$ cat src/rtl/polar_enc_pkg.sv
// Shared types and constants for the polar encoder datapath.
// Imported by the frame RAM read streamer and its skid FIFO users.
package polar_enc_pkg;

    typedef enum logic [1:0] {
        IDLE,
        ISSUE,
        DRAIN,
        DONE
    } rd_state_e;

    localparam int RD_FIFO_DEPTH = 4;

    function automatic int cnt_width(input int n);
        return $clog2(n + 1);
    endfunction

endpackage

$ cat src/rtl/ad_stream_fifo.sv
// Synchronous first-word-fall-through FIFO with occupancy count.
// Head word is presented straight from the storage registers.
module ad_stream_fifo #(
    parameter  int WIDTH = 17,
    parameter  int DEPTH = 4,
    localparam int CW    = $clog2(DEPTH + 1),
    localparam int PW    = (DEPTH > 1) ? $clog2(DEPTH) : 1
) (
    input  logic             clk,
    input  logic             rst,
    input  logic             push,
    input  logic [WIDTH-1:0] din,
    input  logic             pop,
    output logic [WIDTH-1:0] dout,
    output logic             empty,
    output logic [CW-1:0]    count
);

    logic [WIDTH-1:0] mem [DEPTH];
    logic [PW-1:0]    wr_ptr;
    logic [PW-1:0]    rd_ptr;
    logic             full;
    logic             do_push;
    logic             do_pop;

    function automatic logic [PW-1:0] ptr_inc(input logic [PW-1:0] p);
        return (p == PW'(DEPTH - 1)) ? '0 : p + PW'(1);
    endfunction

    assign empty   = (count == '0);
    assign full    = (count == CW'(DEPTH));
    assign do_pop  = pop && !empty;
    assign do_push = push && (!full || do_pop);
    assign dout    = mem[rd_ptr];

    always_ff @(posedge clk or posedge rst) begin
        if (rst) begin
            wr_ptr <= '0;
            rd_ptr <= '0;
            count  <= '0;
            for (int i = 0; i < DEPTH; i++) begin
                mem[i] <= '0;
            end
        end else begin
            if (do_push) begin
                mem[wr_ptr] <= din;
                wr_ptr      <= ptr_inc(wr_ptr);
            end
            if (do_pop) begin
                rd_ptr <= ptr_inc(rd_ptr);
            end
            if (do_push && !do_pop) begin
                count <= count + CW'(1);
            end else if (do_pop && !do_push) begin
                count <= count - CW'(1);
            end
        end
    end

    // A full FIFO with no pop must never see a push; the producer's credit
    // accounting is what guarantees this.
    a_no_overflow: assert property (
        @(posedge clk) disable iff (rst) !(push && full && !pop)
    );

endmodule

$ cat src/rtl/ad_mem_rd_stream.sv
// Frame RAM read streamer: issues FRAME_LEN wrapped reads from base_addr
// and turns the 1-cycle RAM latency into a valid/ready stream with m_last.
module ad_mem_rd_stream
    import polar_enc_pkg::*;
#(
    parameter int DATA_WIDTH    = 16,
    parameter int ADDRESS_WIDTH = 5,
    parameter int FRAME_LEN     = 32
) (
    input  logic                     clk,
    input  logic                     rst,
    input  logic                     start,
    input  logic [ADDRESS_WIDTH-1:0] base_addr,
    output logic                     busy,
    output logic                     done,
    output logic                     reb,
    output logic [ADDRESS_WIDTH-1:0] addrb,
    input  logic [DATA_WIDTH-1:0]    doutb,
    output logic                     m_valid,
    input  logic                     m_ready,
    output logic [DATA_WIDTH-1:0]    m_data,
    output logic                     m_last
);

    localparam int CW = cnt_width(FRAME_LEN);
    localparam int FW = $clog2(RD_FIFO_DEPTH + 1);
    localparam int SW = FW + 1;

    rd_state_e                state;
    rd_state_e                state_nx;
    logic [CW-1:0]            iss_cnt;
    logic [CW-1:0]            iss_cnt_nx;
    logic [CW-1:0]            pop_cnt;
    logic [CW-1:0]            pop_cnt_nx;
    logic [ADDRESS_WIDTH-1:0] base_q;
    logic [ADDRESS_WIDTH-1:0] base_nx;
    logic [ADDRESS_WIDTH-1:0] addr_nx;
    logic                     reb_nx;
    logic                     reb_last;
    logic                     reb_last_nx;
    logic                     rvalid;
    logic                     rlast;
    logic [FW-1:0]            fcount;
    logic                     fifo_empty;
    logic [DATA_WIDTH:0]      head;
    logic [SW-1:0]            used;
    logic                     can_issue;
    logic                     hs;
    logic                     last_hs;

    assign m_valid = !fifo_empty;
    assign {m_last, m_data} = head;
    assign hs      = m_valid && m_ready;
    assign last_hs = hs && (pop_cnt == CW'(FRAME_LEN - 1));
    assign busy    = (state == ISSUE) || (state == DRAIN);
    assign done    = (state == DONE);

    // Words held plus reads still in the RAM pipe; a pop this cycle is not
    // counted, which keeps the check free of any m_ready timing path.
    assign used = SW'(fcount) + SW'(rvalid) + SW'(reb);
    assign can_issue = (iss_cnt < CW'(FRAME_LEN))
                    && (used < SW'(RD_FIFO_DEPTH));

    always_ff @(posedge clk or posedge rst) begin
        if (rst) begin
            state <= IDLE;
        end else begin
            state <= state_nx;
        end
    end

    always_comb begin
        state_nx    = state;
        base_nx     = base_q;
        iss_cnt_nx  = iss_cnt;
        pop_cnt_nx  = hs ? pop_cnt + CW'(1) : pop_cnt;
        reb_nx      = 1'b0;
        addr_nx     = addrb;
        reb_last_nx = 1'b0;
        unique case (state)
            IDLE: begin
                pop_cnt_nx = '0;
                iss_cnt_nx = '0;
                if (start) begin
                    // First read goes out on the next cycle as index 0.
                    state_nx    = ISSUE;
                    base_nx     = base_addr;
                    iss_cnt_nx  = CW'(1);
                    reb_nx      = 1'b1;
                    addr_nx     = base_addr;
                    reb_last_nx = (FRAME_LEN == 1);
                end
            end
            ISSUE: begin
                if (iss_cnt == CW'(FRAME_LEN)) begin
                    state_nx = DRAIN;
                end else if (can_issue) begin
                    reb_nx      = 1'b1;
                    addr_nx     = base_q + ADDRESS_WIDTH'(iss_cnt);
                    reb_last_nx = (iss_cnt == CW'(FRAME_LEN - 1));
                    iss_cnt_nx  = iss_cnt + CW'(1);
                end
            end
            DRAIN: begin
                if (last_hs) begin
                    state_nx = DONE;
                end
            end
            DONE: begin
                state_nx = IDLE;
            end
            default: begin
                state_nx = IDLE;
            end
        endcase
    end

    always_ff @(posedge clk or posedge rst) begin
        if (rst) begin
            base_q   <= '0;
            iss_cnt  <= '0;
            pop_cnt  <= '0;
            reb      <= 1'b0;
            addrb    <= '0;
            reb_last <= 1'b0;
            rvalid   <= 1'b0;
            rlast    <= 1'b0;
        end else begin
            base_q   <= base_nx;
            iss_cnt  <= iss_cnt_nx;
            pop_cnt  <= pop_cnt_nx;
            reb      <= reb_nx;
            addrb    <= addr_nx;
            reb_last <= reb_last_nx;
            rvalid   <= reb;
            rlast    <= reb_last;
        end
    end

    ad_stream_fifo #(
        .WIDTH (DATA_WIDTH + 1),
        .DEPTH (RD_FIFO_DEPTH)
    ) u_fifo (
        .clk   (clk),
        .rst   (rst),
        .push  (rvalid),
        .din   ({rlast, doutb}),
        .pop   (hs),
        .dout  (head),
        .empty (fifo_empty),
        .count (fcount)
    );

endmodule

$ cat config.mk
export PLATFORM = sky130hd
export DESIGN_NAME = ad_mem_rd_stream
export DESIGN_NICKNAME = d
export VERILOG_FILES = /design/src/rtl/polar_enc_pkg.sv /design/src/rtl/ad_stream_fifo.sv /design/src/rtl/ad_mem_rd_stream.sv
export SDC_FILE = /design/constraint.sdc
export NUM_CORES = 1
export LEC_CHECK = 0
export BUFFER_PORTS_ARGS = -buffer_cell sky130_fd_sc_hd__buf_2
export CELL_PAD_IN_SITES_DETAIL_PLACEMENT = 0
export CELL_PAD_IN_SITES_GLOBAL_PLACEMENT = 1
export CORE_AREA = 2 2 117 119
export CTS_BUF_LIST = sky130_fd_sc_hd__clkbuf_4
export CTS_CLUSTER_DIAMETER = 200
export DETAILED_ROUTE_END_ITERATION = 8
export DIE_AREA = 0 0 119 121
export PLACE_DENSITY_LB_ADDON = 0.12
export SLEW_MARGIN = 20
export SYNTH_ARGS = -nofsm -noshare
export SYNTH_HDL_FRONTEND = slang
export SYNTH_SLANG_ARGS = --single-unit
$ cat constraint.sdc
create_clock -name clk -period 4.6 [get_ports clk]
set_input_delay 0.69 -clock clk [delete_from_list [all_inputs] [get_ports clk]]
set_output_delay 0.69 -clock clk [all_outputs]
set_load 0.05 [all_outputs]
==> qor.yml <==
yosysMostFrequentCell: "dfrtp_1"
cts.sinks: 103
synthFlopType: "dfrtp_1"
syn-num-nets: 391
power_density_nw_per_um2: 775
min_path_type: "input port to async pin"
boundaryPins: 51
slew_headroom_pct: 32.3
synth_cell_type_count: 47
yosys_register_bits: 103
clk_pin_slew_ns: 0.16
overflow: 0
routedWlPerCell_um: 16.4
tightest_slew_ns: 1.02
slowest_delay_ns: 1.04
place_hpwl_um: 6130
met3_length_um: 370
fmax_mhz: 328
vias: 2817
ir_drop_uv: 398
vias_per_cell: 4.87
routabilityCongestion: 0.706
port_buffers: 50
fin_crit_sh_pct: 66.3
clkLatencyLatePin_ns: 0.47
rows: 42
ys_warn_count: 0
setup_ws_ns: 1.55
die_x_um: 119
routed_wl_um: 9500
antenna_found_initial: 0
layout.nets: 443
drc_errors: 0
hold_viol: 0
pre_cts_ws_ns: 1.76
slowest_stage: "dfrtp_1"
arrival_ns: 2.36
slew_viol_final: 0
period_needed_ns: 3.05
initial_utilization_pct: 39.3
netlist_top_cells_count: "103 x dfrtp_1, 40 x mux2_4, 38 x mux2_2"
synth_area_leaders: "dfrtp_1 50%, mux2_4 12%, mux2_2 8.3%, mux4_2 7.4%, ha_1 4.4%"
dr.pass1.iters: 4
start_kind: "register"
finClkSkew_ns: 0.0150
n_antenna_cell: 0
path_class: "register to output pin"
r2r_slack_ns: 1.99
cts_tree: "built"
htree_levels: 3
grt_pass1_wl_um: 16200
cts_buffers: 9
grt_max_degree: 65
ys_seq_area_share_pct: 50.1
synthCells: 346
ant_nets: 0
grt_util_all_layers_pct: 14.7
cts-root-buf: "clkbuf_4"
final_core_util_pct: 43.1
syn_area_per_cell_um2: 14.9
worstPathMaxFanout: 19
design.die.area_um2: 14400
dr.max_layer_used: "met4"
drtIter0Drc: 137
timing.setup.tns_ns: 0
met2WireLength_um: 4680
cts_hold_buf: 0
synth_top_area_share_pct: 50.1
endpoint_kind: "output pin"
crit_path_cell_trace: "mux4_2, buf_2"
grt_pass1_vias: 3035
async_flop_share_pct: 100
synth_edf_count: 0
cts_setup_buffers: 0
leakagePower_uw: 0.00265
core-area_um2: 13100
yosys.area.top_type: "dfrtp_1"
cap_violations: 0
die_h_um: 121
setup_violations: 0
grt_setup_unrepaired: "no"
syn_area_um2: 5140
areaGrowthSynthToFinish_pct: 9.73
cts-resized-gates: 0
wirelength_met1_um: 4360
status: "finished clean"
drive_above_1_share_pct: 43.5
required_ns: 3.91
clockBufferDepth: 2
-- registers in the layout (all words and copies together) (netlist names), 2 cells and up --
name and flops:
state 2, addrb 5, u_fifo.count 3, u_fifo.mem 68, pop_cnt 6, u_fifo.wr_ptr 2, u_fifo.rd_ptr 2, iss_cnt 6
base_q 5
-- kinds of logic (layout without fill, tap and decap cells) --
family                   after synthesis  in the layout  synth area share, %
AO/OA/AOI/OAI                         31             31                 4.96
XOR/XNOR                              12             12                 2.04
adder cells (fa/ha/maj)               20             20                 5.16
buffers and inverters                 30             86                 3.82
flip-flops                           103            103                 50.1
multiplexers                          99             99                 28.2
AND/OR/NAND/NOR                       51             51                 5.69
-- placed cells by master (no fill, tap or decap), types with 3 or more instances in the layout --
master / count
dfrtp_1: 103
buf_2: 50
mux2_4: 40
mux2_2: 38
ha_1: 18
inv_1: 17
nand2_1: 17
mux4_2: 17
nor2_1: 15
xnor2_1: 9
clkbuf_4: 9
o21ai_0: 5
nand2_8: 4
nand3_1: 4
nand2b_1: 4
a211oi_1: 4
xor2_1: 3
a21o_1: 3
a21oi_1: 3
mux2i_1: 3
clkinvlp_4: 3
-- per-layer routing --
metal | global-route usage [%] | up-vias
li1 | - | 1338
met1 | 18.5 | 1431
met2 | 24.4 | 42
met3 | 4.93 | 6
met4 | 3.57 | 0
met5 | 0 | -
-- critical path, delay by kind of cell, from the launching register on --
family / cells / cell delay (ns)
buf+inv: 1 / 0.23
flops: 1 / 1.04
mux: 1 / 0.62
-- cell type report --
class	count	area [um^2]
Sequential cell	103	2580
Tap cell	176	220
Fill cell	1210	7440
Clock inverter	6	70.1
Multi-Input combinational cell	213	2370
Timing Repair Buffer	52	265
Inverter	19	73.8
Clock buffer	9	67.6
-- worst paths after layout --
check                                   endpoint             start  cells after the start
min in group clk                           rlast          reb_last                      0
max in group asynchronous       u_fifo.rd_ptr[0]               rst                      3
worst min-delay path              u_fifo.mem[55]               rst                      2
worst min register to register             rlast          reb_last                      0
worst max register to register   u_fifo.count[2]   u_fifo.count[1]                      7
worst max-delay path                   m_data[0]  u_fifo.rd_ptr[1]                      2
-- report_power, final --
part	internal (uW)	switching [uW]
Sequential	1300	288
Clock	166	316
Combinational	1010	1290
Total	2480	1900
-- per-stage QoR --
step | hold WS (ns) | instances | power, uW | instance area [um^2]
2_1_floorplan | 0.331 | 346 | 3540 | 5140
3_3_place_gp | 0.347 | 563 | 3910 | 5510
3_5_place_dp | 0.340 | 563 | 3940 | 5510
4_1_cts | 0.353 | 578 | 4450 | 5650
5_1_grt | 0.383 | 578 | 4670 | 5650
6_report | 0.372 | 578 | 4370 | 5650
Power figures use the tool's default switching activity.
